$ cat src/rtl/whack_pkg.sv
// Shared types and default timing constants for the whack-a-mole round controller.
package whack_pkg;

  // Game sequencing states; encoding is visible on the debug state output.
  typedef enum logic [2:0] {
    ST_IDLE  = 3'd0,
    ST_GAP   = 3'd1,
    ST_SPAWN = 3'd2,
    ST_WAIT  = 3'd3,
    ST_OVER  = 3'd4
  } state_t;

  localparam int unsigned DEF_CNT_W      = 27;
  localparam int unsigned DEF_INIT_TICKS = 49_999_999;
  localparam int unsigned DEF_STEP_TICKS = 2_500_000;
  localparam int unsigned DEF_MIN_TICKS  = 9_999_999;
  localparam int unsigned DEF_GAP_TICKS  = 12_499_999;
  localparam int unsigned DEF_LIVES      = 3;
  localparam int unsigned SCORE_W        = 8;

  // Saturating score increment: sticks at all-ones instead of wrapping.
  function automatic logic [SCORE_W-1:0] score_inc(input logic [SCORE_W-1:0] s);
    return (s == {SCORE_W{1'b1}}) ? s : s + {{(SCORE_W-1){1'b0}}, 1'b1};
  endfunction

endpackage

$ cat src/rtl/tick_down_counter.sv
// Loadable down-counter shared by the gap and reaction-window phases.
module tick_down_counter #(
  parameter int unsigned W = 27
) (
  input  logic         clock,
  input  logic         reset,
  input  logic         load,
  input  logic [W-1:0] load_value,
  input  logic         enable,
  output logic [W-1:0] count,
  output logic         zero
);

  logic [W-1:0] count_d;
  logic [W-1:0] count_q;

  // Load wins over decrement; the count parks at zero rather than wrapping.
  always_comb begin
    count_d = count_q;
    if (load) begin
      count_d = load_value;
    end else if (enable && (count_q != '0)) begin
      count_d = count_q - {{(W-1){1'b0}}, 1'b1};
    end
  end

  // Count register with synchronous clear.
  always_ff @(posedge clock) begin
    if (reset) begin
      count_q <= '0;
    end else begin
      count_q <= count_d;
    end
  end

  assign count = count_q;
  assign zero  = (count_q == '0);

endmodule

$ cat src/rtl/whack_round_controller.sv
// Round sequencing for whack-a-mole: spawns moles, times the reaction window,
// judges hits/misses and tracks score, lives and the shrinking window.
// Inputs start/hit_strobe are single-cycle pulses, no handshake back-pressure.
module whack_round_controller
  import whack_pkg::*;
#(
  parameter int unsigned CNT_W      = DEF_CNT_W,
  parameter int unsigned INIT_TICKS = DEF_INIT_TICKS,
  parameter int unsigned STEP_TICKS = DEF_STEP_TICKS,
  parameter int unsigned MIN_TICKS  = DEF_MIN_TICKS,
  parameter int unsigned GAP_TICKS  = DEF_GAP_TICKS,
  parameter int unsigned LIVES      = DEF_LIVES
) (
  input  logic             clock,
  input  logic             reset,
  input  logic             start,
  input  logic             hit_strobe,
  input  logic [1:0]       hit_pos,
  input  logic [1:0]       rand_pos,
  input  logic [3:0]       rand_digit,
  output logic             lfsr_advance,
  output logic             mole_valid,
  output logic [1:0]       mole_pos,
  output logic [3:0]       mole_digit,
  output logic [7:0]       score,
  output logic [1:0]       lives,
  output logic             game_over,
  output logic [CNT_W-1:0] window_ticks,
  output logic [2:0]       state_dbg
);

  localparam logic [CNT_W-1:0] INIT_V = CNT_W'(INIT_TICKS);
  localparam logic [CNT_W-1:0] STEP_V = CNT_W'(STEP_TICKS);
  localparam logic [CNT_W-1:0] MIN_V  = CNT_W'(MIN_TICKS);
  localparam logic [CNT_W-1:0] GAP_V  = CNT_W'(GAP_TICKS);
  localparam logic [1:0]       LIVES_V = 2'(LIVES);
  // One bit wider so the "can we still shrink" test never overflows.
  localparam logic [CNT_W:0]   SHRINK_MIN = (CNT_W+1)'(MIN_TICKS) + (CNT_W+1)'(STEP_TICKS);

  state_t             state_d, state_q;
  logic [7:0]         score_d, score_q;
  logic [1:0]         lives_d, lives_q;
  logic [CNT_W-1:0]   window_d, window_q;
  logic [1:0]         mole_pos_d, mole_pos_q;
  logic [3:0]         mole_digit_d, mole_digit_q;
  logic               mole_valid_d, mole_valid_q;
  logic               lfsr_adv_d, lfsr_adv_q;
  logic               game_over_d, game_over_q;

  logic               cnt_load;
  logic [CNT_W-1:0]   cnt_load_val;
  logic               cnt_en;
  logic [CNT_W-1:0]   cnt_value;
  logic               cnt_zero;

  tick_down_counter #(.W(CNT_W)) u_cnt (
    .clock      (clock),
    .reset      (reset),
    .load       (cnt_load),
    .load_value (cnt_load_val),
    .enable     (cnt_en),
    .count      (cnt_value),
    .zero       (cnt_zero)
  );

  // Next-state and datapath decisions; flag outputs are derived from the next state
  // so they are registered and line up with the state they describe.
  always_comb begin
    state_d      = state_q;
    score_d      = score_q;
    lives_d      = lives_q;
    window_d     = window_q;
    mole_pos_d   = mole_pos_q;
    mole_digit_d = mole_digit_q;
    cnt_load     = 1'b0;
    cnt_load_val = GAP_V;
    cnt_en       = (state_q == ST_GAP) || (state_q == ST_WAIT);

    case (state_q)
      ST_IDLE, ST_OVER: begin
        if (start) begin
          score_d  = '0;
          lives_d  = LIVES_V;
          window_d = INIT_V;
          cnt_load = 1'b1;
          state_d  = ST_GAP;
        end
      end
      ST_GAP: begin
        if (cnt_zero) state_d = ST_SPAWN;
      end
      ST_SPAWN: begin
        // LFSRs step on this same edge, so these are the pre-advance values.
        mole_pos_d   = rand_pos;
        mole_digit_d = rand_digit;
        cnt_load     = 1'b1;
        cnt_load_val = window_q;
        state_d      = ST_WAIT;
      end
      ST_WAIT: begin
        if (hit_strobe && (hit_pos == mole_pos_q)) begin
          score_d  = score_inc(score_q);
          window_d = ({1'b0, window_q} >= SHRINK_MIN) ? (window_q - STEP_V) : MIN_V;
          cnt_load = 1'b1;
          state_d  = ST_GAP;
        end else if (hit_strobe || cnt_zero) begin
          lives_d = lives_q - 2'd1;
          if (lives_q <= 2'd1) begin
            state_d = ST_OVER;
          end else begin
            cnt_load = 1'b1;
            state_d  = ST_GAP;
          end
        end
      end
      default: state_d = ST_IDLE;
    endcase

    mole_valid_d = (state_d == ST_WAIT);
    lfsr_adv_d   = (state_d == ST_SPAWN);
    game_over_d  = (state_d == ST_OVER);
  end

  // FSM and registered outputs, all cleared together by reset.
  always_ff @(posedge clock) begin
    if (reset) begin
      state_q      <= ST_IDLE;
      score_q      <= '0;
      lives_q      <= LIVES_V;
      window_q     <= INIT_V;
      mole_pos_q   <= '0;
      mole_digit_q <= '0;
      mole_valid_q <= 1'b0;
      lfsr_adv_q   <= 1'b0;
      game_over_q  <= 1'b0;
    end else begin
      state_q      <= state_d;
      score_q      <= score_d;
      lives_q      <= lives_d;
      window_q     <= window_d;
      mole_pos_q   <= mole_pos_d;
      mole_digit_q <= mole_digit_d;
      mole_valid_q <= mole_valid_d;
      lfsr_adv_q   <= lfsr_adv_d;
      game_over_q  <= game_over_d;
    end
  end

  assign lfsr_advance = lfsr_adv_q;
  assign mole_valid   = mole_valid_q;
  assign mole_pos     = mole_pos_q;
  assign mole_digit   = mole_digit_q;
  assign score        = score_q;
  assign lives        = lives_q;
  assign game_over    = game_over_q;
  assign window_ticks = window_q;
  assign state_dbg    = state_q;

endmodule

$ cat config.mk
export PLATFORM = sky130hd
export DESIGN_NAME = whack_round_controller
export DESIGN_NICKNAME = d
export VERILOG_FILES = /design/src/rtl/whack_pkg.sv /design/src/rtl/tick_down_counter.sv /design/src/rtl/whack_round_controller.sv
export SDC_FILE = /design/constraint.sdc
export NUM_CORES = 1
export LEC_CHECK = 0
export BUFFER_PORTS_ARGS = -buffer_cell sky130_fd_sc_hd__buf_2
export CAP_MARGIN = 20
export CELL_PAD_IN_SITES_DETAIL_PLACEMENT = 1
export CELL_PAD_IN_SITES_GLOBAL_PLACEMENT = 1
export CORE_ASPECT_RATIO = 1.25
export CORE_MARGIN = 3
export CORE_UTILIZATION = 46
export CTS_CLUSTER_SIZE = 25
export DETAILED_ROUTE_END_ITERATION = 10
export PLACE_DENSITY = 0.89
export SYNTH_ARGS = -nofsm -noshare
export SYNTH_HDL_FRONTEND = slang
export SYNTH_HIERARCHICAL = 1
export SYNTH_SLANG_ARGS = --single-unit
$ cat constraint.sdc
create_clock -name clock -period 6 [get_ports clock]
set_input_delay 0.6 -clock clock [delete_from_list [all_inputs] [get_ports clock]]
set_output_delay 0.6 -clock clock [all_outputs]
set_load 0.02 [all_outputs]
### Word level (Yosys, flattened, before mapping)

Index checks and enable logic that the tools add are counted.
Widths: inputs -> output; s select.

* logic and storage cells: 69
* input bits: 12
* bits in registers: 76
* output and inout bits: 49

* equal/unequal tests: 14
* $lt $le $gt $ge: 2
* muxes and demuxes: 26
* reductions and logical operators: 13
* $add $sub $neg: 4

Operator list (number)
* $mux 27: 6
* $pmux 27 s2: 1
* $ge 27x24->1 const B: 1
* $logic_not 27->1: 1
* $reduce_bool 27->1: 1
* $sub 27x1->27 const B: 1
* $sub 27x22->27 const B: 1
* $mux 8: 3
* $pmux 8 s2: 1
* $mux 3: 5
* $eq 3x2->1 const B: 4
* $pmux 3 s4: 1
* $add 8x1->8 const B: 1
* $eq 8x8->1 const B: 1
* $reduce_and 4->1: 2
* $eq 3x3->1 const B: 2
* $mux 2: 3
* $ne 2x2->1 const B: 3
* $mux 1: 4
* $ne 2x1->1 const B: 2
* $pmux 2 s2: 1
* $reduce_bool 2->1: 2
* $eq 3x1->1 const B: 1
* $logic_not 3->1: 1
* 8 further kinds: 10

### Longest topological paths before layout

Gate-level depths: netlist of run 1.

* depth in word-level cells: 6
* depth in mapped cells: 16
* gate-level depth less buffers: 13

### Modules after synthesis

Netlist of run 1, hierarchy kept.

By module, submodules not included
* whack_round_controller: instances 1, cells an instance 327, seq. area each 900.9 µm², area an instance 2632.5 µm²
* tick_down_counter: instances 1, cells an instance 202, seq. area each 540.5 µm², area an instance 1624.1 µm²

### Worst setup path after synthesis of run 1

OpenSTA, ideal clock, no wires.

* path type: register -> register
* start: register u_cnt.count_q[0], in the netlist u_cnt/count[0]
* end: register u_cnt.count_q[10], in the netlist u_cnt/count[10]
* setup time: 91 ps
* path slack: 2789 ps
* data arrival time: 3120 ps
* path buffers: 4
* period minus slack after synthesis: 3211 ps
* required time: 5909 ps
* cell stages (with the launch flop): 17
* path through: dfxtp_1 -> inv_1 -> ha_1 -> nor4b_1 -> nand2_1 -> clkbuf_1 -> nor3_1 -> or2_2 -> a32o_1 -> a21oi_1 -> nand2_1 -> clkbuf_1 -> inv_1 -> clkbuf_1 -> clkbuf_1 -> nor2_1 -> a311oi_1

* word-level cells in the longest chain between the ends: 6
* elaborated cells on any way between the ends: 11
* classes of those cells: 1 x add/sub; 5 x mux; 5 x reduce/logical

RTL lines
* from (decl): RTL line tick_down_counter.sv:15 `logic [W-1:0] count_q;`
* from (signal assigned): RTL line tick_down_counter.sv:32 `count_q <= count_d;`
* $logic_not 27->1 *: RTL line tick_down_counter.sv:37 `assign zero = (count_q == '0);`
* named net cnt_zero: RTL line whack_round_controller.sv:54 `logic cnt_zero;`
* $logic_or 1x1->1 *: RTL line whack_round_controller.sv:106 `end else if (hit_strobe || cnt_zero) begin`
* $mux 1 *: RTL line whack_round_controller.sv:106
* $mux 1 *: RTL line whack_round_controller.sv:101 `if (hit_strobe && (hit_pos == mole_pos_q)) begin`
* $pmux 1 s3 *: RTL line whack_round_controller.sv:79 `case (state_q)`
* named net cnt_load: RTL line whack_round_controller.sv:50 `logic cnt_load;`
* $mux 27 / $reduce_bool 2->1 (equally long branches)

The timed path passes the listed nets; every way through them passes the cells marked *. The select of a mux whose other input is x is not followed.
A chain may end at the register's enable or synchronous reset.

### Worst setup path in the final report of run 1

* start: register u_cnt.count_q[0], in the netlist u_cnt/count[0]
* end: register u_cnt.count_q[5], in the netlist u_cnt/count[5]

The elaborated chain is that of the path after synthesis.

==> results of run 1 <==
registers in the layout, indices dropped and copies added, names as in the netlist, 2 cells and up:
name / cells
window_ticks: 23
score: 8
mole_pos: 2
lives: 2
mole_digit: 4
u_cnt/count: 27
state_dbg: 3
layer usage:
metal | global-route usage | vias to the layer above | wire length (um)
met2 | 0.460 | 132 | 6990
met3 | 0.0389 | 28 | 644
li1 | - | 2069 | -
met4 | 0.117 | 0 | 318
met5 | 0 | - | 0
met1 | 0.328 | 2180 | 5560
path summary, 6_finish.rpt:
check / startpoint / endpoint / cells after the start
setup / recovery: u_cnt/count[0]$_SDFFE_PP0P_ / u_cnt/count[5]$_SDFFE_PP0P_ / 14
hold / removal: mole_digit[0]$_SDFFE_PP0N_ / mole_digit[0]$_SDFFE_PP0N_ / 2
setup reg to reg: u_cnt/count[0]$_SDFFE_PP0P_ / u_cnt/count[5]$_SDFFE_PP0P_ / 14
hold reg to reg: mole_digit[0]$_SDFFE_PP0N_ / mole_digit[0]$_SDFFE_PP0N_ / 2
cells in the mapped netlist (all sizes together) (8+ instances only):
| cell type | number | area [um2] |
|---|---|---|
| nor4 | 11 | 68.8 |
| dfxtp | 72 | 1440 |
| inv | 21 | 78.8 |
| o21ai | 26 | 130 |
| o31ai | 9 | 67.6 |
| xor2 | 11 | 96.3 |
| a21oi | 25 | 125 |
| nand4 | 11 | 68.8 |
| or3 | 16 | 105 |
| and3 | 12 | 75.1 |
| nand2 | 34 | 128 |
| nor3 | 15 | 80.1 |
| nand2b | 14 | 87.6 |
| xnor2 | 10 | 87.6 |
| nor2 | 49 | 184 |
| nand3 | 9 | 45.0 |
| a211oi | 17 | 128 |
| clkbuf | 29 | 110 |
| or4 | 12 | 92.6 |
| buf | 11 | 62.6 |
| a311oi | 15 | 131 |
| and4 | 8 | 70.1 |
power groups by stage:
stage	registers, mW	clock network (mW)	logic (mW)
3_5_place_dp	0.542	0	0.168
3_3_place_gp	0.540	0	0.158
4_1_cts	0.531	0.461	0.169
6_report	0.532	0.457	0.172
2_1_floorplan	0.538	0	0.121
5_1_grt	0.536	0.478	0.190
cells by family (layout without fill, tap and decap cells):
group | Yosys count | in the layout | synth area share
simple gates | 221 | 221 | 0.288
flops | 72 | 72 | 0.339
xor+xnor | 21 | 21 | 0.0432
compound gates | 149 | 149 | 0.257
buf+inv | 61 | 102 | 0.0591
mux | 1 | 1 | 0.00265
fa+ha+maj | 4 | 4 | 0.0118
stage by stage:
| stage | utilization | setup WS [ns] | cells | hold slack [ns] |
|---|---|---|---|---|
| 2_1_floorplan | - | 2.79 | 529 | 0.457 |
| 3_3_place_gp | 0.515 | 2.40 | 672 | 0.441 |
| 3_5_place_dp | 0.515 | 2.02 | 672 | 0.454 |
| 4_1_cts | 0.541 | 2.04 | 688 | 0.459 |
| 5_1_grt | 0.543 | 1.57 | 690 | 0.472 |
| 6_report | 0.543 | 2.00 | 690 | 0.461 |
tightest hold or removal path, stage by stage (launching register included):
cell                      delay (ns)
sky130_fd_sc_hd__dfxtp_1        0.31
sky130_fd_sc_hd__nand2_1        0.05
sky130_fd_sc_hd__a21oi_1        0.05
layout make-up:
type | count | area (um2)
clock inverters | 5 | 78.8
fillers | 1138 | 4040
multi-input cells | 396 | 2560
inverters | 21 | 78.8
clock buffers | 11 | 151
well taps | 120 | 150
flip-flops and latches | 72 | 1440
repair buffers | 65 | 338
==> parameters.txt, run 1 <==
Parameter                              Value

Status
  Run status ... completed

STA
  Unrepaired setup endpoints after global routing ... false
  Rel. slew slack ... 0.329
  Setup tns final ... 0 ns
  Worst Skew ... 0.0113 ns
  Final hold violation count ... 0
  Transition at the pin with the smallest max-transition slack ... 1.00 ns
  Number of failing setup endpoints in the final timing report ... 0
  Max-slew violations ... 0
  Final critical-path share of the clock period ... 0.666
  Highest achievable clock rate ... 250 MHz
  Clock period minus worst slack ... 4.00 ns

Route
  Number of violations reported at the end of detailed-routing iteration 0 ... 249
  Antenna Violating Nets Remaining ... 0
  # DRC ... 0
  DRT Wirelength ... 13500 um
  Via density per instance ... 6.39
  WL/cell ... 19.6 um
  Pre-antenna DRT Iters ... 4
  Via count ... 4409

Logic synthesis
  Yosys warning count ... 6
  Netlist cell types ... 66
  Post-synth ARST share ... 0
  Synthesized area ... 4260 um2
  Average cell area after synthesis ... 8.05 um2
  Leading register cell type out of synthesis ... sky130_fd_sc_hd__dfxtp_1
  Register area share after synthesis ... 0.339
  Post-synthesis instance total ... 529
  Number of flops mapped to enable cells by yosys ... 0
  Post-synthesis sequential element count ... 72
  Syn nets ... 545

Setup path
  Critical path data arrival time ... 4.25 ns
  Kind of cell adding the most delay to the critical path ... simple AND/OR/NAND/NOR gates
  Type of origin of the critical path ... flop
  Worst EP required ... 6.25 ns
  Critical Path Sink Type ... flop
  Start-to-end type of the worst setup path ... reg -> reg
  WP buf/inv ... 4
  CP Max Fanout ... 34
  Setup slack, reg-to-reg ... 2.00 ns
  Cells along the critical path ... inv_1 > ha_1 > nor4b_1 > nand2_1 > nor3_1 > or2_2 > a32o_1 > a21oi_1 > nand2_1 > buf_4 > inv_1 > buf_4 > and4_1 > a2111oi_0
  Stage delay of the slowest cell on the critical path ... 0.51 ns
  Critical-path top delay cell ... sky130_fd_sc_hd__nor4b_1

Placement
  HPWL after detailed placement ... 9370 um
  Post-placement cell area ... 4560 um2
  Final estimated routing congestion in global placement ... 0.853
  Number of I/O port buffers ... 60

Floorplan
  Die X-Extent ... 92.0 um
  Die area ... 10500 um2
  Number of placement rows ... 38
  Core footprint ... 8840 um2
  Top Ports ... 61
  Starting density of the core ... 0.481
  Die extent in y ... 114 um

Power
  Switching share of total power ... 0.295
  Total leakage power ... 1.86 nW
  Share of total power in the clock network ... 0.394
  Switching power ... 0.343 mW
  Worst voltage drop across the vdd grid ... 151 uV
  Cell area power density ... 242 nW/um2
  Register share of total power ... 0.458
  Post-route total power ... 1.16 mW
  P_int ... 0.818 mW
  Part of the power in combinational logic ... 0.148

Finish
  Share of cells above drive strength 1 ... 0.172
  Most frequent standard cell in the layout excluding fill and tap cells ... sky130_fd_sc_hd__dfxtp_1
  Antenna diode count ... 0
  Net count, final ... 581
  Area growth from synthesis to layout ... 12.8%
  Non-Filler Cell Area, Final ... 4800 um2
  Commonest cells after routing, fill and taps aside ... sky130_fd_sc_hd__dfxtp_1 (72), sky130_fd_sc_hd__buf_2 (60), sky130_fd_sc_hd__nor2_1 (49), sky130_fd_sc_hd__nand2_1 (34), sky130_fd_sc_hd__a21oi_1 (25)

Flow run
  Max-cap check violation count ... 0

Clock tree
  Number of clock sinks ... 72
  Clock root buffer ... sky130_fd_sc_hd__clkbuf_8
  CTS tree ... yes
  H-tree lvl count ... 3
  Post CTS Setup Buffer Count ... 0
  Cts bufs inserted ... 9
  Clock network latency to the later pin of the worst-skew pair ... 0.38 ns
  CTS max path bufs ... 2
  Clk pin slew, worst setup/hold paths ... 0.08 ns
  Hold Buf Count CTS ... 0
  Count of instances resized after the clock tree is built ... 0

Global route
  Total congestion overflow after global routing ... 0
  Initial antenna violation count ... 0
  Maximum number of pins on one net before global-route repair ... 58
  Number of global-route vias before repair ... 4500
  Overall routing resource usage ... 0.266
  Global-route wire length before repair ... 22500 um

Hold path
  Hold crit path type ... reg -> reg
Power figures use the tool's default switching activity.
==> run 2, diff against run 1 <==
- CORE_UTILIZATION: 46 -> 39
- PLACE_DENSITY: 0.89 -> 0.81
- clock period: 6 -> 3.33 ns (I/O delays scaled with it)
==> parameters.txt, run 2 (synthesis gave the netlist of run 1 again) <==
Parameter                              Value

Route
  Antenna Violating Nets Remaining ... 0
  Pre-antenna DRT Iters ... 4
  DRT Wirelength ... 14300 um
  # DRC ... 0
  Via count ... 4479
  WL/cell ... 19.8 um
  Number of violations reported at the end of detailed-routing iteration 0 ... 202
  Via density per instance ... 6.22

Power
  Post-route total power ... 2.25 mW
  Total leakage power ... 1.97 nW
  Part of the power in combinational logic ... 0.155
  Switching share of total power ... 0.288
  Share of total power in the clock network ... 0.418
  Cell area power density ... 447 nW/um2
  Worst voltage drop across the vdd grid ... 252 uV
  Switching power ... 0.647 mW
  P_int ... 1.60 mW
  Register share of total power ... 0.428

Clock tree
  Hold Buf Count CTS ... 0
  CTS tree ... yes
  Cts bufs inserted ... 9
  H-tree lvl count ... 3
  Clock network latency to the later pin of the worst-skew pair ... 0.35 ns
  Number of clock sinks ... 72
  Clk pin slew, worst setup/hold paths ... 0.06 ns
  Clock root buffer ... sky130_fd_sc_hd__clkbuf_16
  CTS max path bufs ... 2

Setup path
  Worst reg-to-reg path cell count ... 13
  Startpoint of the worst-slack reg-to-reg timing path ... u_cnt/count[9]$_SDFFE_PP0P_
  Worst EP required ... 3.54 ns
  Launching element of the worst setup path ... u_cnt/count[9]$_SDFFE_PP0P_
  Critical path data arrival time ... 3.32 ns
  CP Max Fanout ... 11
  CP endpoint ... u_cnt/count[24]$_SDFFE_PP0P_
  Setup slack, reg-to-reg ... 0.22 ns
  Critical Path Sink Type ... flop
  Start-to-end type of the worst setup path ... reg -> reg
  Type of origin of the critical path ... flop
  R2r endpoint ... u_cnt/count[24]$_SDFFE_PP0P_

Floorplan
  Die X-Extent ... 99.4 um
  Die area ... 12200 um2
  Top Ports ... 61
  Starting density of the core ... 0.401
  Core footprint ... 10600 um2
  Die extent in y ... 123 um
  Number of placement rows ... 42

Finish
  Finished Core Util ... 0.474
  Commonest cells after routing, fill and taps aside ... sky130_fd_sc_hd__dfxtp_1 (72), sky130_fd_sc_hd__buf_2 (60), sky130_fd_sc_hd__nor2_1 (49), sky130_fd_sc_hd__nand2_1 (34), sky130_fd_sc_hd__a21oi_1 (25)
  Area growth from synthesis to layout ... 18.1%
  Number of flip-flops under the largest register name ... 27
  Share of cells above drive strength 1 ... 0.201
  Net count, final ... 599
  Most frequent standard cell in the layout excluding fill and tap cells ... sky130_fd_sc_hd__dfxtp_1
  Antenna diode count ... 0

Placement
  HPWL after detailed placement ... 9970 um
  Number of I/O port buffers ... 60
  Final estimated routing congestion in global placement ... 0.868

STA
  Number of failing setup endpoints in the final timing report ... 0
  Worst Skew ... 0.00672 ns
  Final critical-path share of the clock period ... 0.933
  Max-slew violations ... 0
  Rel. slew slack ... 0.401
  Highest achievable clock rate ... 322 MHz
  Transition at the pin with the smallest max-transition slack ... 0.898 ns
  Clock period minus worst slack ... 3.11 ns
  Final hold violation count ... 0

Flow run
  Max-cap check violation count ... 0

Status
  Run status ... completed

Global route
  Initial antenna violation count ... 0
  Number of global-route vias before repair ... 4463
  Maximum number of pins on one net before global-route repair ... 37
  Global-route wire length before repair ... 23000 um
  Total congestion overflow after global routing ... 0
  Overall routing resource usage ... 0.236

Hold path
  Hold crit path type ... in -> reg
-- run 2: cell count changes in the layout (fill, tap and decap cells not counted), sizes merged --
cell,delta
clkinvlp,+1
buf,+19
bufinv,-2
inv,-1
clkbuf,+1
-- run 2: cell type report --
cell class,instances,area (um2)
clock buffers,13,270
clock inverters,3,15.0
fillers,1332,5590
inverters,21,82.6
multi-input cells,396,2580
flip-flops and latches,72,1440
well taps,132,165
repair buffers,83,477
-- run 2: through the flow --
stage | cell area [um2] | instances | hold slack, ns | setup TNS, ns | setup slack [ns]
2_1_floorplan | 4260 | 529 | 0.457 | 0 | 0.119
3_3_place_gp | 4670 | 697 | 0.441 | 0 | 0.393
3_5_place_dp | 4670 | 697 | 0.457 | 0 | 0.0908
4_1_cts | 4950 | 713 | 0.228 | 0 | 0.0775
5_1_grt | 5030 | 720 | 0.245 | -0.0461 | -0.0432
6_report | 5030 | 720 | 0.229 | 0 | 0.223
-- run 2: what timing repair did --
action | 4_1_cts | 5_1_grt
setup endpoints to repair | 0 | 23
hold endpoints to repair | 0 | 0
setup buffers | 0 | 7
gates resized for setup | 0 | 6
-- run 2: layer usage --
layer  part of all wire  track usage  vias to the layer above
met3              0.036       0.0324                       26
li1                   -            -                     2098
met4              0.021        0.102                        0
met5                  0            0                        -
met2               0.53        0.422                      104
met1               0.41        0.281                     2251
-- run 2: worst max-delay path, cell delays in order, from the launching register on --
cell	delay, ns
sky130_fd_sc_hd__dfxtp_1	0.37
sky130_fd_sc_hd__nor4_1	0.47
sky130_fd_sc_hd__nand4_1	0.15
sky130_fd_sc_hd__buf_4	0.19
sky130_fd_sc_hd__nor3_2	0.25
sky130_fd_sc_hd__or2_2	0.19
sky130_fd_sc_hd__a32o_1	0.12
sky130_fd_sc_hd__a21oi_1	0.09
sky130_fd_sc_hd__nand2_1	0.19
sky130_fd_sc_hd__clkinvlp_4	0.26
sky130_fd_sc_hd__buf_4	0.23
sky130_fd_sc_hd__buf_4	0.17
sky130_fd_sc_hd__nor2_1	0.19
sky130_fd_sc_hd__a311oi_1	0.08
-- run 2: how the worst min path moves through the flow --
stage | cells after the start | start | endpoint
floorplan | 2 | u_cnt/count[26]$_SDFFE_PP0P_ | u_cnt/count[26]$_SDFFE_PP0P_
global placement | 2 | mole_digit[1]$_SDFFE_PP0N_ | mole_digit[1]$_SDFFE_PP0N_
detailed placement | 2 | mole_digit[3]$_SDFFE_PP0N_ | mole_digit[3]$_SDFFE_PP0N_
CTS | 3 | rand_digit[1] | mole_digit[1]$_SDFFE_PP0N_
global route | 3 | rand_pos[0] | mole_pos[0]$_SDFFE_PP0N_
finish | 3 | rand_digit[1] | mole_digit[1]$_SDFFE_PP0N_
-- run 2: power by group through the flow --
stage          registers (mW)  logic, mW  clock network (mW)
3_5_place_dp            0.977      0.327                   0
6_report                0.960      0.347               0.939
2_1_floorplan           0.969      0.218                   0
4_1_cts                 0.958      0.331               0.944
3_3_place_gp            0.973      0.312                   0
5_1_grt                 0.968      0.381               0.987
